## config.mk

```make
export PLATFORM = sky130hd
export DESIGN_NAME = hilo_muldiv
export DESIGN_NICKNAME = d
export VERILOG_FILES = /design/src/rtl/hilo_muldiv.sv
export SDC_FILE = /design/constraint.sdc
export NUM_CORES = 1
export LEC_CHECK = 0
export BUFFER_PORTS_ARGS = -buffer_cell sky130_fd_sc_hd__buf_2
export CAP_MARGIN = 10
export CORE_ASPECT_RATIO = 0.7
export CORE_MARGIN = 10
export CORE_UTILIZATION = 30
export DETAILED_ROUTE_END_ITERATION = 10
export GPL_TIMING_DRIVEN = 0
export PLACE_DENSITY = 0.5
export SKIP_LAST_GASP = 1
export SLEW_MARGIN = 20
export SYNTH_ARGS = -nofsm -noshare
export SYNTH_HDL_FRONTEND = slang
export SYNTH_SLANG_ARGS = --single-unit
```

## constraint.sdc

```tcl
create_clock -name clk -period 4.48 [get_ports clk]
set_input_delay 0.448 -clock clk [delete_from_list [all_inputs] [get_ports clk]]
set_output_delay 0.448 -clock clk [all_outputs]
set_load 0.05 [all_outputs]
```

## src/rtl/hilo_muldiv.sv

```systemverilog
// Iterative HI/LO multiply/divide unit: one result bit per cycle for both MULT and DIV.
// Define HILO_SIGNED_EN to enable signed MULT/DIV; otherwise op[1] is ignored.
module hilo_muldiv #(
    parameter int DATA_W = 32
) (
    input  logic              clk,
    input  logic              rst_n,
    input  logic              start,
    input  logic [1:0]        op,
    input  logic [DATA_W-1:0] a,
    input  logic [DATA_W-1:0] b,
    input  logic              wr_hi,
    input  logic              wr_lo,
    input  logic [DATA_W-1:0] wdata,
    output logic              busy,
    output logic              done,
    output logic [DATA_W-1:0] hi,
    output logic [DATA_W-1:0] lo,
    output logic              dz
);

    typedef enum logic [1:0] {IDLE, CALC, FIX} state_t;

    localparam logic [5:0] LAST = 6'(DATA_W);

    state_t                state_q, state_d;
    logic [5:0]            cnt_q, cnt_d;
    logic [DATA_W-1:0]     opa_q, opa_d, opb_q, opb_d;
    logic                  is_div_q, is_div_d;
    logic                  divz_q, divz_d;
    logic [2*DATA_W-1:0]   acc_q, acc_d;
    logic [DATA_W-1:0]     md_q, md_d;
    logic [DATA_W-1:0]     hi_q, hi_d, lo_q, lo_d;
    logic                  busy_q, busy_d, done_q, done_d, dz_q, dz_d;

    logic [DATA_W-1:0]     mag_a, mag_b;
    logic [2*DATA_W-1:0]   fix_res;
    logic [DATA_W:0]       mul_sum;
    logic [DATA_W:0]       div_diff;

`ifdef HILO_SIGNED_EN
    logic sgn_q, sgn_d;
    logic neg_a, neg_b;

    assign neg_a = sgn_q & opa_q[DATA_W-1];
    assign neg_b = sgn_q & opb_q[DATA_W-1];
    assign mag_a = neg_a ? -opa_q : opa_q;
    assign mag_b = neg_b ? -opb_q : opb_q;

    // Quotient sign is the XOR of operand signs; remainder follows the dividend.
    always_comb begin
        fix_res = acc_q;
        if (!is_div_q) begin
            if (neg_a ^ neg_b) fix_res = -acc_q;
        end else begin
            if (neg_a ^ neg_b) fix_res[DATA_W-1:0] = -acc_q[DATA_W-1:0];
            if (neg_a)         fix_res[2*DATA_W-1:DATA_W] = -acc_q[2*DATA_W-1:DATA_W];
        end
    end
`else
    logic unused_op;

    assign unused_op = &{1'b0, op[1]};
    assign mag_a     = opa_q;
    assign mag_b     = opb_q;
    assign fix_res   = acc_q;
`endif

    assign mul_sum  = {1'b0, acc_q[2*DATA_W-1:DATA_W]} + (acc_q[0] ? {1'b0, md_q} : '0);
    // Shifted remainder is below 2*divisor, so bit DATA_W of the difference is the borrow.
    assign div_diff = acc_q[2*DATA_W-1:DATA_W-1] - {1'b0, md_q};

    always_comb begin
        state_d  = state_q;
        cnt_d    = cnt_q;
        opa_d    = opa_q;
        opb_d    = opb_q;
        is_div_d = is_div_q;
        divz_d   = divz_q;
        acc_d    = acc_q;
        md_d     = md_q;
        hi_d     = hi_q;
        lo_d     = lo_q;
        busy_d   = busy_q;
        done_d   = 1'b0;
        dz_d     = dz_q;
`ifdef HILO_SIGNED_EN
        sgn_d    = sgn_q;
`endif
        unique case (state_q)
            IDLE: begin
                if (start) begin
                    opa_d    = a;
                    opb_d    = b;
                    is_div_d = op[0];
`ifdef HILO_SIGNED_EN
                    sgn_d    = op[1];
`endif
                    cnt_d    = '0;
                    dz_d     = 1'b0;
                    busy_d   = 1'b1;
                    if (op[0] && b == '0) begin
                        divz_d  = 1'b1;
                        state_d = FIX;
                    end else begin
                        divz_d  = 1'b0;
                        state_d = CALC;
                    end
                end else begin
                    if (wr_hi) hi_d = wdata;
                    if (wr_lo) lo_d = wdata;
                end
            end
            CALC: begin
                // cnt==0 loads operand magnitudes; cnt 1..DATA_W each produce one bit.
                if (cnt_q == '0) begin
                    acc_d = {{DATA_W{1'b0}}, (is_div_q ? mag_a : mag_b)};
                    md_d  = is_div_q ? mag_b : mag_a;
                end else if (is_div_q) begin
                    if (!div_diff[DATA_W])
                        acc_d = {div_diff[DATA_W-1:0], acc_q[DATA_W-2:0], 1'b1};
                    else
                        acc_d = {acc_q[2*DATA_W-2:0], 1'b0};
                end else begin
                    acc_d = {mul_sum, acc_q[DATA_W-1:1]};
                end
                cnt_d = cnt_q + 6'd1;
                if (cnt_q == LAST) state_d = FIX;
            end
            FIX: begin
                if (divz_q) begin
                    hi_d = '0;
                    lo_d = '0;
                end else begin
                    hi_d = fix_res[2*DATA_W-1:DATA_W];
                    lo_d = fix_res[DATA_W-1:0];
                end
                dz_d    = divz_q;
                done_d  = 1'b1;
                busy_d  = 1'b0;
                state_d = IDLE;
            end
            default: state_d = IDLE;
        endcase
    end

    always_ff @(posedge clk or negedge rst_n) begin
        if (!rst_n) begin
            state_q  <= IDLE;
            cnt_q    <= '0;
            opa_q    <= '0;
            opb_q    <= '0;
            is_div_q <= 1'b0;
            divz_q   <= 1'b0;
            acc_q    <= '0;
            md_q     <= '0;
            hi_q     <= '0;
            lo_q     <= '0;
            busy_q   <= 1'b0;
            done_q   <= 1'b0;
            dz_q     <= 1'b0;
`ifdef HILO_SIGNED_EN
            sgn_q    <= 1'b0;
`endif
        end else begin
            state_q  <= state_d;
            cnt_q    <= cnt_d;
            opa_q    <= opa_d;
            opb_q    <= opb_d;
            is_div_q <= is_div_d;
            divz_q   <= divz_d;
            acc_q    <= acc_d;
            md_q     <= md_d;
            hi_q     <= hi_d;
            lo_q     <= lo_d;
            busy_q   <= busy_d;
            done_q   <= done_d;
            dz_q     <= dz_d;
`ifdef HILO_SIGNED_EN
            sgn_q    <= sgn_d;
`endif
        end
    end

    assign busy = busy_q;
    assign done = done_q;
    assign hi   = hi_q;
    assign lo   = lo_q;
    assign dz   = dz_q;

endmodule

```

* Word-level counts from Yosys, hierarchy flattened
Cells that the tools add are included.
** Word-level totals
- Flip-flop bits (word level) :: 237
- Input bits :: 103
** Operators by class
- Muxes and demuxes :: 26
- Equality and inequality tests :: 8
- Add/subtract/negate cells :: 3
- Reductions and logical operators :: 13
** Operators with widths (number)
- 32-bit 2-to-1 mux :: 9
- 64-bit 2-to-1 mux :: 3
- 32-bit one-hot mux with 2 select lines :: 2
- 32-bit by 32-bit adder with 33-bit output :: 1
- 33-bit by 32-bit subtractor with 33-bit output :: 1
- 32-bit logical NOT :: 1
- 6-bit one-hot mux with 2 select lines :: 1
- 2-bit inequality test (second input constant) :: 5
- 2-bit AND reduction :: 5
- 6-bit by 1-bit adder with 6-bit output (second input constant) :: 1
- 6-bit equality test (second input constant) :: 1
- 6-bit logical NOT :: 1
- 2-bit 2-to-1 mux :: 3
- 6-bit 2-to-1 mux :: 1
- 3-bit AND reduction :: 2
- 1-bit 2-to-1 mux :: 4
- 1-bit one-hot mux with 2 select lines :: 2
- 2-bit one-hot mux with 2 select lines :: 1
- 2-bit nonzero test :: 2
- 2-bit by 1-bit equality test with 1-bit output (second input constant) :: 1
- 2-bit equality test (second input constant) :: 1
- 2-bit logical NOT :: 1
- 1-bit logical AND :: 1

* Depth between registers and ports, before layout
- Word-level depth :: 5
- Depth in mapped cells :: 13
- Gate-level depth less buffers :: 13

* Worst setup path before layout
No wires, ideal clock.
- Path kind :: register -> register
- From :: register acc_q[0]
- To :: register acc_q[59]
- Cell stages (with the launch flop) :: 14
- Buffers on the path :: 0
- Arrival time :: 2.867 ns
- Slack :: 1.489 ns
- Cells stage by stage :: dfrtp_1 and2_1 ha_1 inv_1 fa_1 nor2b_1 o211ai_1 a311o_1 a31oi_1 o21bai_1 a31oi_2 a21oi_1 xnor2_1 a211o_1
** Between the ends
- Longest elaborated chain between the ends :: 4
** RTL lines
- start, declared :: RTL line 31 : logic [2*DATA_W-1:0] acc_q, acc_d;
- start signal, assigned :: RTL line 155 : acc_q <= '0;
- start signal, assigned :: RTL line 172 : acc_q <= acc_d;
- 32-bit 2-to-1 mux :: RTL line 69 : assign mul_sum = {1'b0, acc_q[2*DATA_W-1:DATA_W]} + (acc_q[0] ? {1'b0, md_q} : '0);
- 32-bit by 32-bit adder with 33-bit output :: RTL line 69
- 64-bit 2-to-1 mux :: RTL line 119 : end else if (is_div_q) begin
- 64-bit 2-to-1 mux :: RTL line 116 : if (cnt_q == '0) begin
No other way between the ends.
A chain may end at the register's enable or synchronous reset.

* Worst setup path in the final report
Same ends and word-level chain as after synthesis.

==> results.sh <==
export IMPL_r2r_start="acc_q[0]$_DFFE_PN0P_"
export IMPL_gp_congestion=0.906
export IMPL_synth_top_flop_cell="dfrtp_1"
export IMPL_grt_ovfl_total=0
export IMPL_synth_area_um2=14700
export IMPL_fp_coreArea_um2=48100
export IMPL_drtPass1Iterations=6
export IMPL_routed_via_count=13820
export IMPL_postSynthAreaPerCell_um2=8.63
export IMPL_cp_arrival_ns=4.56
export IMPL_fin_cells=2571
export IMPL_initial_core_util=0.305
export IMPL_post_cts_buffers=0
export IMPL_grt_pass1_wl_um=86000
export IMPL_slew_limit_headroom=0.285
export IMPL_critPathMaxFanout=10
export IMPL_setup_viol=0
export IMPL_ys_warn_count=0
export IMPL_layout_nets=2070
export IMPL_seq_area_um2=5930
export IMPL_cp_data_required_time_ns=4.91
export IMPL_grt_max_degree=92
export IMPL_power_total_mw=15.7
export IMPL_cts_path_max_buffers=3
export IMPL_dp_cells=2525
export IMPL_drt_wl_total_um=57600
export IMPL_root_buffer="clkbuf_16"
export IMPL_status="complete, no violations"
export IMPL_fin_skew_ns=0.0214
export IMPL_cp_endpoint="acc_q[59]$_DFFE_PN0P_"
export IMPL_fin_area_um2=17300
export IMPL_hold_viol_final=0
export IMPL_r2r_end="acc_q[59]$_DFFE_PN0P_"
export IMPL_synthCells=1700
export IMPL_ys_ff_latch=237
export IMPL_syn_nets=1871
export IMPL_cts_sinks=237
export IMPL_rows=67
export IMPL_power_per_cell_area_nw_per_um2=909
export IMPL_hold_slack_ns=0.0812
export IMPL_cts_buffers=26
export IMPL_worst_r2r_cell_count=12
export IMPL_dr_first_iter_drc_count=1414
export IMPL_clkTransAtPathRegs_ns=0.07
export IMPL_grt_usage=0.190
export IMPL_wl_per_cell_um=22.4
export IMPL_drtAntennaViolNets=0
export IMPL_synth_top_cell_area_share=0.404
export IMPL_tightestPinTransition_ns=1.07
export IMPL_die_w_um=284
export IMPL_hold_class="in -> reg"
export IMPL_leakagePower_nw=8.14
export IMPL_cts_resized=0
export IMPL_cts_hold_buf=1
export IMPL_io_pins=170
export IMPL_max_cap_violations=0
export IMPL_rrSetupSlack_ns=0.36
export IMPL_h_tree_depth=1
export IMPL_area_delta_synth_final_pct=17.9
export IMPL_drive_gt1_frac=0.133
export IMPL_yosysTopAreaCell="dfrtp_1"
export IMPL_dpl_hpwl_um=45300
export IMPL_rsz0062_at_grt="false"
export IMPL_synth_edf_count=0
export IMPL_antenna_found_initial=0
export IMPL_grt_pass1_vias=13530
export IMPL_ir_drop_v=0.000371
export IMPL_synthDistinctLibCells=85
export IMPL_dpl_cell_area_um2=16400
export IMPL_insertion_delay_ns=0.56
export IMPL_synth_area_leaders="dfrtp_1 40%, nand2_1 9.3%, mux2i_1 7.2%, o21ai_0 6.3%, ha_1 5.6%"
export IMPL_async_flop_share=1.00
export IMPL_fmax_mhz=242
export IMPL_post_route_period_util=0.920
export IMPL_multiInputGateArea_um2=8150
export IMPL_die_area_um2=58300
export IMPL_antenna_cells=0
export IMPL_viasPerCell=5.38
export IMPL_fillCellCount=5072
export IMPL_start_kind="flop"
export IMPL_drc=0
export IMPL_crit_start="acc_q[0]$_DFFE_PN0P_"
export IMPL_fp_dieH_um=205
export IMPL_cts_tree="built"
export IMPL_port_buffers=168
export IMPL_seq_area_frac_synth=0.404
export IMPL_path_class="reg -> reg"
export IMPL_min_period_ns=4.12
export IMPL_end_kind="flop"
export IMPL_maxSlewViolCount=0
-- Yosys cell counts, types with 4 or more instances --
| cell | count |
|---|---|
| a31oi_1 | 14 |
| ha_1 | 66 |
| nor3_1 | 9 |
| a21o_1 | 16 |
| a21oi_1 | 84 |
| nand3_1 | 19 |
| nor2_1 | 79 |
| and3_1 | 8 |
| o21bai_1 | 6 |
| clkbuf_1 | 83 |
| o211ai_1 | 14 |
| o21a_1 | 11 |
| a211oi_1 | 12 |
| o211a_1 | 5 |
| dfrtp_1 | 237 |
| nor4_1 | 9 |
| a32o_1 | 5 |
| o21ai_1 | 13 |
| a21boi_0 | 4 |
| nor2b_1 | 16 |
| buf_2 | 5 |
| a221o_1 | 4 |
| a22oi_1 | 72 |
| o31ai_1 | 7 |
| o21ai_0 | 185 |
| nand2b_1 | 9 |
| mux2i_1 | 105 |
| inv_1 | 57 |
| xor2_1 | 22 |
| and2_1 | 34 |
| nand2_1 | 364 |
| buf_1 | 6 |
| or3_1 | 4 |
| nand4_1 | 7 |
| o221ai_1 | 4 |
| xnor2_1 | 27 |
| a41oi_1 | 4 |
-- how the worst min path moves through the flow --
stage	start	end	cells after the start
global placement	lo[27]$_DFFE_PN0P_	lo[27]$_DFFE_PN0P_	2
floorplan	rst_n	acc_q[0]$_DFFE_PN0P_	0
detailed placement	rst_n	hi[28]$_DFFE_PN0P_	1
global route	a[14]	mag_a[14]$_DFFE_PN0P_	3
CTS	a[13]	mag_a[13]$_DFFE_PN0P_	3
finish	a[13]	mag_a[13]$_DFFE_PN0P_	3
-- state kept, by name (all words and copies together), names as in the netlist, 2 cells and up --
register / cells
mag_b: 32
state_q: 2
lo: 32
md_q: 32
cnt_q: 6
acc_q: 64
hi: 32
mag_a: 32
-- critical path, stage by stage, from the launching register on --
cell	delay [ns]
dfrtp_1	0.73
clkbuf_1	0.47
nand2_1	0.17
fa_1	0.44
nor2b_1	0.18
o211ai_1	0.17
a311o_1	0.44
a31oi_1	0.42
o21bai_1	0.17
a31oi_2	0.26
a21oi_1	0.13
xnor2_1	0.14
a211o_1	0.28
-- through the flow --
stage / worst slack (ns) / TNS, ns / utilization
6_report: 0.356 / 0 / 0.360
5_1_grt: 0.210 / 0 / 0.360
4_1_cts: 0.505 / 0 / 0.359
3_5_place_dp: 0.555 / 0 / 0.341
3_3_place_gp: -1.63 / -376.92 / 0.340
2_1_floorplan: 1.49 / 0 / -
-- per-layer routing --
metal	up-vias	track usage	share of wire
met2	553	0.267	0.40
met4	0	0.0311	0.015
li1	6428	-	-
met3	51	0.0584	0.095
met1	6788	0.281	0.49
met5	-	0	0
-- power breakdown --
| group | total [mW] | switching (mW) | internal, mW |
|---|---|---|---|
| Clock | 2.28 | 0.955 | 1.32 |
| Combinational | 9.19 | 6.05 | 3.15 |
| Sequential | 4.26 | 1.15 | 3.11 |
| Total | 15.7 | 8.15 | 7.58 |
-- cells in the final DEF (no fill, tap or decap), types with 6 or more instances in the layout --
cell type / instances
nand2_1: 364
o21bai_1: 6
clkbuf_8: 7
ha_1: 66
o21ai_1: 11
a22oi_1: 72
o21ai_0: 185
buf_2: 172
dfrtp_1: 237
xor2_1: 22
nand4_1: 7
a31oi_1: 14
clkbuf_16: 27
nand2b_1: 9
nor3_1: 9
a21oi_1: 84
nand3_1: 19
clkinv_2: 6
nor2b_1: 16
nor4_1: 9
xnor2_1: 27
nor2_1: 78
a211oi_1: 12
inv_1: 57
buf_1: 6
clkbuf_1: 84
o21a_1: 11
o31ai_1: 7
a21o_1: 16
mux2i_1: 105
o211ai_1: 14
and3_1: 8
and2_1: 34
-- cell type report --
| class | count | area share |
|---|---|---|
| Buffer | 97 | 0.0225 |
| Clock buffer | 35 | 0.0448 |
| Clock inverter | 10 | 0.00607 |
| Inverter | 58 | 0.0126 |
| Multi-Input combinational cell | 1308 | 0.471 |
| Sequential cell | 237 | 0.343 |
| Tap cell | 655 | 0.0474 |
| Timing Repair Buffer | 171 | 0.0529 |
-- kinds of logic after synthesis --
group,Yosys count,synth area share
buffers and inverters,155,0.0413
AND/OR/NAND/NOR,581,0.173
multiplexers,106,0.0724
adder cells (fa/ha/maj),68,0.0590
flip-flops,237,0.404
XOR/XNOR,49,0.0292
AO/OA/AOI/OAI,504,0.221
No activity file was read; power rests on OpenSTA's default activity.
